$ cat config.mk
export PLATFORM = sky130hd
export DESIGN_NAME = reg16_8_arbiter_flat
export DESIGN_NICKNAME = d
export VERILOG_FILES = /design/src/rtl/jpu_rf_pkg.sv /design/src/rtl/reg16_8_arbiter_if.sv /design/src/rtl/rr_arb2.sv /design/src/rtl/reg16_8_arbiter.sv /design/src/flat_wrapper.sv
export SDC_FILE = /design/constraint.sdc
export NUM_CORES = 1
export LEC_CHECK = 0
export CORE_AREA = 2 2 85 87
export CTS_CLUSTER_DIAMETER = 80
export DETAILED_ROUTE_END_ITERATION = 16
export DIE_AREA = 0 0 87 89
export PLACE_DENSITY = 0.75
export SLEW_MARGIN = 20
export SYNTH_ARGS = -nofsm -noshare
export SYNTH_HDL_FRONTEND = slang
export SYNTH_SLANG_ARGS = --single-unit
$ cat constraint.sdc
create_clock -name clock -period 1.35 [get_ports clock]
set_clock_uncertainty 0.15 [all_clocks]
set_input_delay 0.3375 -clock clock [delete_from_list [all_inputs] [get_ports clock]]
set_output_delay 0.3375 -clock clock [all_outputs]
set_load 0.01 [all_outputs]
$ cat src/rtl/jpu_rf_pkg.sv
// Shared constants and FSM encoding for the reg16_8 access arbiter.
package jpu_rf_pkg;

  localparam int DATA_W = 16;
  localparam int ADDR_W = 3;

  typedef enum logic [1:0] {
    IDLE   = 2'd0,
    ISSUE  = 2'd1,
    RDWAIT = 2'd2
  } arb_state_t;

  localparam logic REQ_IDX0 = 1'b0;
  localparam logic REQ_IDX1 = 1'b1;

endpackage

$ cat src/rtl/reg16_8_arbiter_if.sv
// Requester, grant and register-file signals shared by the arbiter and its neighbours.
interface reg16_8_arbiter_if #(
  parameter int DATA_W = jpu_rf_pkg::DATA_W,
  parameter int ADDR_W = jpu_rf_pkg::ADDR_W
);

  logic              req0;
  logic              we0;
  logic [ADDR_W-1:0] addr0;
  logic [DATA_W-1:0] wdata0;
  logic              gnt0;
  logic              rvalid0;
  logic [DATA_W-1:0] rdata0;

  logic              req1;
  logic              we1;
  logic [ADDR_W-1:0] addr1;
  logic [DATA_W-1:0] wdata1;
  logic              gnt1;
  logic              rvalid1;
  logic [DATA_W-1:0] rdata1;

  logic              rf_enable_write;
  logic              rf_enable_read;
  logic [ADDR_W-1:0] rf_addr;
  logic [DATA_W-1:0] rf_data_in;
  logic [DATA_W-1:0] rf_data_out;

  // Pipeline-stage side.
  modport master (
    output req0, we0, addr0, wdata0, req1, we1, addr1, wdata1,
    input  gnt0, rvalid0, rdata0, gnt1, rvalid1, rdata1
  );

  // Arbiter side.
  modport slave (
    input  req0, we0, addr0, wdata0, req1, we1, addr1, wdata1, rf_data_out,
    output gnt0, rvalid0, rdata0, gnt1, rvalid1, rdata1,
           rf_enable_write, rf_enable_read, rf_addr, rf_data_in
  );

  // Register-file side.
  modport rf (
    input  rf_enable_write, rf_enable_read, rf_addr, rf_data_in,
    output rf_data_out
  );

endinterface

$ cat src/rtl/rr_arb2.sv
// Two-way round-robin pick; the pointer toggles on every update strobe.
module rr_arb2 (
  input  logic       clock,
  input  logic       reset,
  input  logic       req0,
  input  logic       req1,
  input  logic       update,
  output logic [1:0] win
);

  logic ptr;

  always_ff @(posedge clock) begin
    if (reset) begin
      ptr <= 1'b0;
    end else if (update) begin
      ptr <= ~ptr;
    end
  end

  always_comb begin
    win = 2'b00;
    if (req0 && req1) begin
      win = ptr ? 2'b10 : 2'b01;
    end else if (req0) begin
      win = 2'b01;
    end else if (req1) begin
      win = 2'b10;
    end
  end

endmodule

$ cat src/rtl/reg16_8_arbiter.sv
// Round-robin arbiter serialising two requesters onto the single-port reg16_8.
//   state  | meaning
//   IDLE   | sample requests, pick a winner, load rf_* for the coming issue
//   ISSUE  | rf enable and gnt pulse active for exactly one cycle
//   RDWAIT | rf_data_out valid; captured into the winner's rdata
module reg16_8_arbiter #(
  parameter int DATA_W = jpu_rf_pkg::DATA_W,
  parameter int ADDR_W = jpu_rf_pkg::ADDR_W
) (
  input  logic              clock,
  input  logic              reset,
  reg16_8_arbiter_if.slave  bus
);

  import jpu_rf_pkg::*;

  arb_state_t        state;
  logic [1:0]        win;
  logic              lat_idx;
  logic              lat_we;
  logic              sel_we;
  logic [ADDR_W-1:0] sel_addr;
  logic [DATA_W-1:0] sel_wdata;

  rr_arb2 u_rr_arb2 (
    .clock  (clock),
    .reset  (reset),
    .req0   (bus.req0),
    .req1   (bus.req1),
    .update (state == ISSUE),
    .win    (win)
  );

  always_comb begin
    sel_we    = bus.we0;
    sel_addr  = bus.addr0;
    sel_wdata = bus.wdata0;
    if (win[1]) begin
      sel_we    = bus.we1;
      sel_addr  = bus.addr1;
      sel_wdata = bus.wdata1;
    end
  end

  // rf_addr/rf_data_in double as the latched address and write data.
  always_ff @(posedge clock) begin
    if (reset) begin
      state               <= IDLE;
      lat_idx             <= REQ_IDX0;
      lat_we              <= 1'b0;
      bus.gnt0            <= 1'b0;
      bus.gnt1            <= 1'b0;
      bus.rvalid0         <= 1'b0;
      bus.rvalid1         <= 1'b0;
      bus.rdata0          <= '0;
      bus.rdata1          <= '0;
      bus.rf_enable_write <= 1'b0;
      bus.rf_enable_read  <= 1'b0;
      bus.rf_addr         <= '0;
      bus.rf_data_in      <= '0;
    end else begin
      bus.gnt0            <= 1'b0;
      bus.gnt1            <= 1'b0;
      bus.rvalid0         <= 1'b0;
      bus.rvalid1         <= 1'b0;
      bus.rf_enable_write <= 1'b0;
      bus.rf_enable_read  <= 1'b0;
      case (state)
        IDLE: begin
          if (|win) begin
            lat_idx             <= win[1] ? REQ_IDX1 : REQ_IDX0;
            lat_we              <= sel_we;
            bus.rf_addr         <= sel_addr;
            bus.rf_data_in      <= sel_wdata;
            bus.rf_enable_write <= sel_we;
            bus.rf_enable_read  <= ~sel_we;
            bus.gnt0            <= win[0];
            bus.gnt1            <= win[1];
            state               <= ISSUE;
          end
        end
        ISSUE: begin
          state <= lat_we ? IDLE : RDWAIT;
        end
        RDWAIT: begin
          if (lat_idx == REQ_IDX1) begin
            bus.rdata1  <= bus.rf_data_out;
            bus.rvalid1 <= 1'b1;
          end else begin
            bus.rdata0  <= bus.rf_data_out;
            bus.rvalid0 <= 1'b1;
          end
          state <= IDLE;
        end
        default: state <= IDLE;
      endcase
    end
  end

endmodule

$ cat src/flat_wrapper.sv
// flat-port wrapper written by rule: the top's interface ports become plain ports
module reg16_8_arbiter_flat import jpu_rf_pkg::*;
#(
  parameter int DATA_W = jpu_rf_pkg::DATA_W,
  parameter int ADDR_W = jpu_rf_pkg::ADDR_W
)
  (clock, reset, bus_req0, bus_we0, bus_addr0, bus_wdata0, bus_req1, bus_we1, bus_addr1, bus_wdata1, bus_rf_data_out, bus_gnt0, bus_rvalid0, bus_rdata0, bus_gnt1, bus_rvalid1, bus_rdata1, bus_rf_enable_write, bus_rf_enable_read, bus_rf_addr, bus_rf_data_in);
  reg16_8_arbiter_if #(.DATA_W(DATA_W), .ADDR_W(ADDR_W)) bus_i ();
  input  logic clock;
  input  logic reset;
  input wire logic [$bits(bus_i.req0)-1:0] bus_req0;
  input wire logic [$bits(bus_i.we0)-1:0] bus_we0;
  input wire logic [$bits(bus_i.addr0)-1:0] bus_addr0;
  input wire logic [$bits(bus_i.wdata0)-1:0] bus_wdata0;
  input wire logic [$bits(bus_i.req1)-1:0] bus_req1;
  input wire logic [$bits(bus_i.we1)-1:0] bus_we1;
  input wire logic [$bits(bus_i.addr1)-1:0] bus_addr1;
  input wire logic [$bits(bus_i.wdata1)-1:0] bus_wdata1;
  input wire logic [$bits(bus_i.rf_data_out)-1:0] bus_rf_data_out;
  output wire logic [$bits(bus_i.gnt0)-1:0] bus_gnt0;
  output wire logic [$bits(bus_i.rvalid0)-1:0] bus_rvalid0;
  output wire logic [$bits(bus_i.rdata0)-1:0] bus_rdata0;
  output wire logic [$bits(bus_i.gnt1)-1:0] bus_gnt1;
  output wire logic [$bits(bus_i.rvalid1)-1:0] bus_rvalid1;
  output wire logic [$bits(bus_i.rdata1)-1:0] bus_rdata1;
  output wire logic [$bits(bus_i.rf_enable_write)-1:0] bus_rf_enable_write;
  output wire logic [$bits(bus_i.rf_enable_read)-1:0] bus_rf_enable_read;
  output wire logic [$bits(bus_i.rf_addr)-1:0] bus_rf_addr;
  output wire logic [$bits(bus_i.rf_data_in)-1:0] bus_rf_data_in;
  assign bus_i.req0 = bus_req0;
  assign bus_i.we0 = bus_we0;
  assign bus_i.addr0 = bus_addr0;
  assign bus_i.wdata0 = bus_wdata0;
  assign bus_i.req1 = bus_req1;
  assign bus_i.we1 = bus_we1;
  assign bus_i.addr1 = bus_addr1;
  assign bus_i.wdata1 = bus_wdata1;
  assign bus_i.rf_data_out = bus_rf_data_out;
  assign bus_gnt0 = bus_i.gnt0;
  assign bus_rvalid0 = bus_i.rvalid0;
  assign bus_rdata0 = bus_i.rdata0;
  assign bus_gnt1 = bus_i.gnt1;
  assign bus_rvalid1 = bus_i.rvalid1;
  assign bus_rdata1 = bus_i.rdata1;
  assign bus_rf_enable_write = bus_i.rf_enable_write;
  assign bus_rf_enable_read = bus_i.rf_enable_read;
  assign bus_rf_addr = bus_i.rf_addr;
  assign bus_rf_data_in = bus_i.rf_data_in;
  reg16_8_arbiter #(.DATA_W(DATA_W), .ADDR_W(ADDR_W)) u_core (.clock(clock), .reset(reset), .bus(bus_i));
endmodule
==> metrics.csv, run 1 <==
metric;value;unit
status;finished with violations;
violations;setup timing;
cp.required;1.40;ns
fin_total_pwr;0.004414;W
grt_pass1_vias;2524;
yosysWarningCount;0;
leakage;1.565;nW
cts.reportedPaths.clkPinSlew;0.07;ns
die_area;0.007743;mm2
syn_inst;294;
period_minus_slack;1.356;ns
fin_nets;478;
numCtsBuffers;9;
clock-root-buffer;clkbuf_8;
grt_start_max_net_pins;35;
globalRouteTotalUtil;18.91;%
crit_fanout;10;
yosysTopAreaCell;dfxtp_1;
synth_top_flop_cell;dfxtp_1;
drc;0;
start_kind;register;
fp.dieW;87;um
stdcell_area;0.003841;mm2
worstPathCellList;or2_4, nor2_4, buf_4, buf_12, a311oi_2;
synth_seq_cells;62;
yosys.area_share.xor_xnor;0.3568;%
synth_compound_area_share;22.94;%
cp_top_family;simple AND/OR/NAND/NOR gates;
crit_slowest_cell;dfxtp_2;
fin_crit_sh;100.5;%
synth-simple-area-share;19.67;%
worst_ir_drop_vdd;0.4980;mV
num_rows;30;
async_flop_share;0;%
slew_viol_final;0;
wirelength;7365;um
worstPathArrival;1.41;ns
yosysTopAreaCellShare;50.56;%
p_per_area;1149;mW/mm2
crit_buf_inv;2;
synth_cell_types;27;
setup_violations;1;
cts_buffer_depth;2;
via_per_inst;5.226;
n_antenna_cell;0;
wire_per_inst;14.70;um
slowest_delay;0.34;ns
netlist_area;0.002455;mm2
synth_nets;354;
critical_path_class;reg2reg;
max_freq;737.3;MHz
synth-adder-area-share;0;%
clock_sinks;62;
dpl-instance-area;0.003831;mm2
hpwl;5147;um
synth_mux_area_share;0;%
drtIter0Drc;80;
finalHoldViolCount;0;
grt_remaining_overflow;0;
synth-edff-count;0;
die_h;89;um
grt_pass1_wl;11380;um
ctsHoldBuffers;0;
max_cap_violations;0;
slew_headroom;78.45;%
place_ws;-0.5442;ns
h-tree-depth;3;
io-pin-count;117;
clock_latency;0.34;ns
drtAntennaViolNets;0;
antenna_found_initial;0;
dr.pass1.iters;5;
start_util;36.54;%
area_growth;56.47;%
drive_gt1_share;30.88;%
rsz0062_at_grt;yes;
io_buffers;116;
setup_tns;-0.006233;ns
yosysSeqAreaShare;50.56;%
crit_path_end_kind;register;
synth.area.top_cells;dfxtp_1, a21oi_1, nand2_1;
synth_top_family_by_area;compound AO/OA/AOI/OAI gates;
fin_hold_ws;0.1696;ns
hold_path_class;in2reg;
vias;2618;
core_area;0.006719;mm2
layout_setup_ws;-0.006233;ns
cts_tree;built;
avgSynthCellArea;8.350;um2
place.gp.congestion;0.7751;
worst_pin_slew;0.3199;ns
-- through the flow --
stage,std cells,utilization (%)
floorplan,294,-
global placement,484,57.02
detailed placement,484,57.02
CTS,500,56.89
global route,501,57.17
finish,501,57.17
-- layout by cell type, fill, tap and decap left out, drive strengths merged --
cell | netlist | final
a2111oi | 1 | 1
a211oi | 1 | 1
a21oi | 53 | 53
a311oi | 20 | 20
and3b | 1 | 1
and4b | 1 | 1
buf | 15 | 83
clkbuf | 13 | 13
clkdlybuf4s50 | 0 | 56
clkinv | 0 | 1
dfxtp | 62 | 62
dlygate4sd2 | 0 | 2
inv | 2 | 2
nand2 | 65 | 65
nand3 | 21 | 21
nand3b | 1 | 1
nor2 | 7 | 7
nor2b | 2 | 2
nor3b | 2 | 2
nor4 | 1 | 1
o21ai | 21 | 21
or2 | 2 | 2
or2b | 1 | 1
or3b | 1 | 1
xnor2 | 1 | 1
-- final timing paths --
kind / cells after the start / slack, ns / end / start
setup / recovery: 5 / -0.006 / u_core.bus.rf_data_in[0]$_SDFFE_PP0P_ / u_core.state[0]$_SDFFE_PP0P_
hold / removal: 2 / 0.17 / u_core.bus.gnt0$_SDFF_PP0_ / reset
setup reg to reg: 5 / -0.006 / u_core.bus.rf_data_in[0]$_SDFFE_PP0P_ / u_core.state[0]$_SDFFE_PP0P_
hold reg to reg: 1 / 0.28 / u_core.state[1]$_SDFFE_PP0P_ / u_core.lat_we$_SDFFE_PP0P_
-- what timing repair did --
action | 4_1_cts | 5_1_grt
endpoints found under the setup margin | 98 | 40
gates cloned | 1 | 0
pin swaps | 2 | 1
buffers inserted | 1 | 1
resized for setup | 257 | 8
-- cells in the mapped netlist (2+ instances only) --
| cell type | number |
|---|---|
| buf_4 | 7 |
| buf_2 | 7 |
| o21ai_0 | 21 |
| inv_1 | 2 |
| dfxtp_1 | 62 |
| nand2_1 | 65 |
| clkbuf_1 | 10 |
| or2_2 | 2 |
| nand3_1 | 21 |
| a21oi_1 | 53 |
| nor2_1 | 7 |
| clkbuf_2 | 3 |
| a311oi_1 | 20 |
-- sequential cells by signal (all words and copies together), names as in the netlist, 2 cells and up --
register	flops
u_core.state	2
u_core.bus.rdata0	16
u_core.bus.rf_addr	3
u_core.bus.rdata1	16
u_core.bus.rf_data_in	16
-- where the power goes --
part           internal (W)  switching, W  leakage (nW)
clock network      0.000794      0.000673        0.0914
registers           0.00196     0.0000677         0.515
logic              0.000499      0.000424         0.958
total               0.00325       0.00116          1.56
-- logic make-up (layout without fill, tap and decap cells) --
kind of cell    after synthesis  in the layout
flops                        62             62
simple gates                105            105
compound gates               96             96
buf+inv                      30            157
xor+xnor                      1              1
-- routing by layer --
metal / wire length, um / global-route usage [%]
met5: 0 / 0
met4: 82 / 5.398
met3: 717 / 8.126
met2: 3626 / 33.45
met1: 2938 / 20.70
-- final cells by class --
class / count / area (um2)
Clock inverter: 1 / 5.005
Fill cell: 598 / 2878
Timing Repair Buffer: 141 / 1186
Sequential cell: 62 / 1272
Tap cell: 80 / 100.1
Inverter: 2 / 7.507
Clock buffer: 13 / 168.9
Multi-Input combinational cell: 202 / 1101
Power figures use the tool's default switching activity.
==> run 2: changes to the inputs <==
SLEW_MARGIN = 10   (was 20)
==> results of run 2 <==
No change in the layout: final DEF, timing and power equal those of run 1.
==> run 3: changes to the inputs <==
CORE_AREA = 2 2 84 86   (was 2 2 85 87)
CTS_BUF_LIST = sky130_fd_sc_hd__clkbuf_4   (was not set)
DIE_AREA = 0 0 86 88   (was 0 0 87 89)
PLACE_DENSITY = 0.77   (was 0.75)
==> metrics.csv, run 3 (synthesis gave the netlist of run 1 again) <==
metric;value;unit;change
crit_buf_inv;1;;was 2
cp.required;0.86;ns;was 1.40 ns
crit_fanout;2;;was 10
via_per_inst;5.268;;was 5.226
setup_tns;-0.007952;ns;was -0.006233 ns
startpoint;u_core.bus.rf_data_in[10]$_SDFFE_PP0P_;;was u_core.state[0]$_SDFFE_PP0P_
most-common-layout-cells;nand2_1, clkdlybuf4s50_1, buf_6;;was nand2_1, buf_2, clkdlybuf4s50_1
fp.dieW;86;um;was 87 um
dpl-instance-area;0.003809;mm2;was 0.003831 mm2
slew_headroom;73.60;%;was 78.45%
area_growth;72.27;%;was 56.47%
start_kind;register;;unchanged
start_util;36.95;%;was 36.54%
regArea;0.001316;mm2;was 0.001272 mm2
io-pin-count;117;;unchanged
h-tree-depth;3;;unchanged
hpwl;5221;um;was 5147 um
place_ws;-0.5359;ns;was -0.5442 ns
multi_input_area;0.001104;mm2;was 0.001101 mm2
clock_sinks;62;;unchanged
dp.cells;486;;was 484
layoutNonFillerInstCount;515;;was 501
antenna_found_initial;0;;unchanged
cts_tree;built;;unchanged
layout_setup_ws;-0.007952;ns;was -0.006233 ns
vias;2713;;was 2618
largest_registers;u_core.bus.rdata0 (16), u_core.bus.rdata1 (16), u_core.bus.rf_data_in (16);;unchanged
period_minus_slack;1.358;ns;was 1.356 ns
p_per_area;1054;mW/mm2;was 1149 mW/mm2
globalRouteTotalUtil;20.18;%;was 18.91%
worst_pin_slew;0.3924;ns;was 0.3199 ns
grt_remaining_overflow;0;;unchanged
drc;0;;unchanged
min-delay-start;reset;;unchanged
drtIter0Drc;81;;was 80
grt_pass1_wl;12000;um;was 11380 um
num_rows;30;;unchanged
layout_commonest_cell;nand2_1;;unchanged
core_area;0.006644;mm2;was 0.006719 mm2
n_antenna_cell;0;;unchanged
slowest_delay;0.37;ns;was 0.34 ns
violations;setup timing;;unchanged
max_cap_violations;0;;unchanged
fin_crit_sh;100.6;%;was 100.5%
drtAntennaViolNets;0;;unchanged
place.gp.congestion;0.7808;;was 0.7751
worst_ir_drop_vdd;0.5435;mV;was 0.4980 mV
worstPathArrival;0.87;ns;was 1.41 ns
grt_start_max_net_pins;35;;unchanged
status;finished with violations;;unchanged
finalHoldViolCount;0;;unchanged
drive_gt1_share;40.92;%;was 30.88%
wire_per_inst;15.02;um;was 14.70 um
crit_path_end_kind;primary output;;was register
r2r_start;u_core.state[1]$_SDFFE_PP0P_;;was u_core.state[0]$_SDFFE_PP0P_
numCtsBuffers;9;;unchanged
critical_path_class;reg2out;;was reg2reg
worstPathCellList;buf_6;;was or2_4, nor2_4, buf_4, buf_12, a311oi_2
grt_pass1_vias;2669;;was 2524
wirelength;7736;um;was 7365 um
stdcell_area;0.004229;mm2;was 0.003841 mm2
ctsHoldBuffers;0;;unchanged
fin_nets;490;;was 478
leakage;1.662;nW;was 1.565 nW
cp_top_family;flip-flops;;was simple AND/OR/NAND/NOR gates
die_area;0.007568;mm2;was 0.007743 mm2
crit_slowest_cell;dfxtp_2;;unchanged
max_freq;736.4;MHz;was 737.3 MHz
fill_cells;562;;was 598
io_buffers;116;;unchanged
die_h;88;um;was 89 um
rsz0062_at_grt;yes;;unchanged
slew_viol_final;0;;unchanged
fin_total_pwr;0.004459;W;was 0.004414 W
setup_violations;1;;unchanged
hold_path_class;in2reg;;unchanged
dr.pass1.iters;5;;unchanged
cts.reportedPaths.clkPinSlew;0.09;ns;was 0.07 ns
cts_buffer_depth;2;;unchanged
clock-root-buffer;clkbuf_4;;was clkbuf_8
clock_latency;0.40;ns;was 0.34 ns
## run 3: cell count changes in the layout (fill, tap and decap cells not counted), moves of 10 or more
| cell | before | now |
|---|---|---|
| buf_2 | 57 | 6 |
| buf_4 | 15 | 27 |
| dfxtp_1 | 39 | 6 |
| clkbuf_4 | 0 | 10 |
| dfxtp_2 | 22 | 54 |
| buf_6 | 2 | 55 |
| clkbuf_8 | 12 | 0 |
## run 3: final cells by class
cell class / count / share of cell area [%]
repair buffers: 152 / 36.66
flip-flops and latches: 62 / 31.12
multi-input cells: 203 / 26.09
clock buffers: 10 / 1.775
clock inverters: 6 / 1.805
inverters: 2 / 0.1775
well taps: 80 / 2.367
## run 3: worst reg2reg max path, stage by stage, from the launching register on
cell	delay [ns]
dfxtp_4	0.39
or3b_4	0.39
buf_12	0.16
nand2_1	0.07
a21oi_1	0.06
## run 3: path summary, 6_finish.rpt
check,depth (start not counted),to,slack (ns)
setup reg to reg,4,u_core.bus.rdata0[8]$_SDFFE_PP0P_,0.01
hold reg to reg,1,u_core.state[1]$_SDFFE_PP0P_,0.27
setup / recovery,1,bus_rf_data_in[10],-0.008
hold / removal,2,u_core.bus.gnt0$_SDFF_PP0_,0.06
## run 3: power breakdown
part | total [W] | internal (W) | switching, W
clock network | 0.00139 | 0.000752 | 0.000640
registers | 0.00205 | 0.00196 | 0.0000886
logic | 0.00102 | 0.000580 | 0.000436
## run 3: routing by layer
| metal | share of wire, % | global-route usage, % | vias up |
|---|---|---|---|
| met5 | 0 | 0 | - |
| met4 | 2.4 | 8.658 | 0 |
| met3 | 8.8 | 6.126 | 25 |
| met2 | 48 | 35.94 | 150 |
| met1 | 40 | 22.28 | 1231 |
| li1 | - | - | 1307 |
## run 3: metrics by stage
stage,hold WS [ns],utilization (%)
2_1_floorplan,0.2412,-
3_3_place_gp,0.2572,57.33
3_5_place_dp,0.2536,57.33
4_1_cts,0.04667,62.22
5_1_grt,0.06264,63.65
6_report,0.06343,63.65
## run 3: repair_timing
item / 4_1_cts / 5_1_grt
hold endpoints to repair: 0 / 0
buffers inserted: 5 / 6
pin swaps: 5 / 3
resized for setup: 344 / 12
gates cloned: 2 / 0
endpoints found under the setup margin: 96 / 89
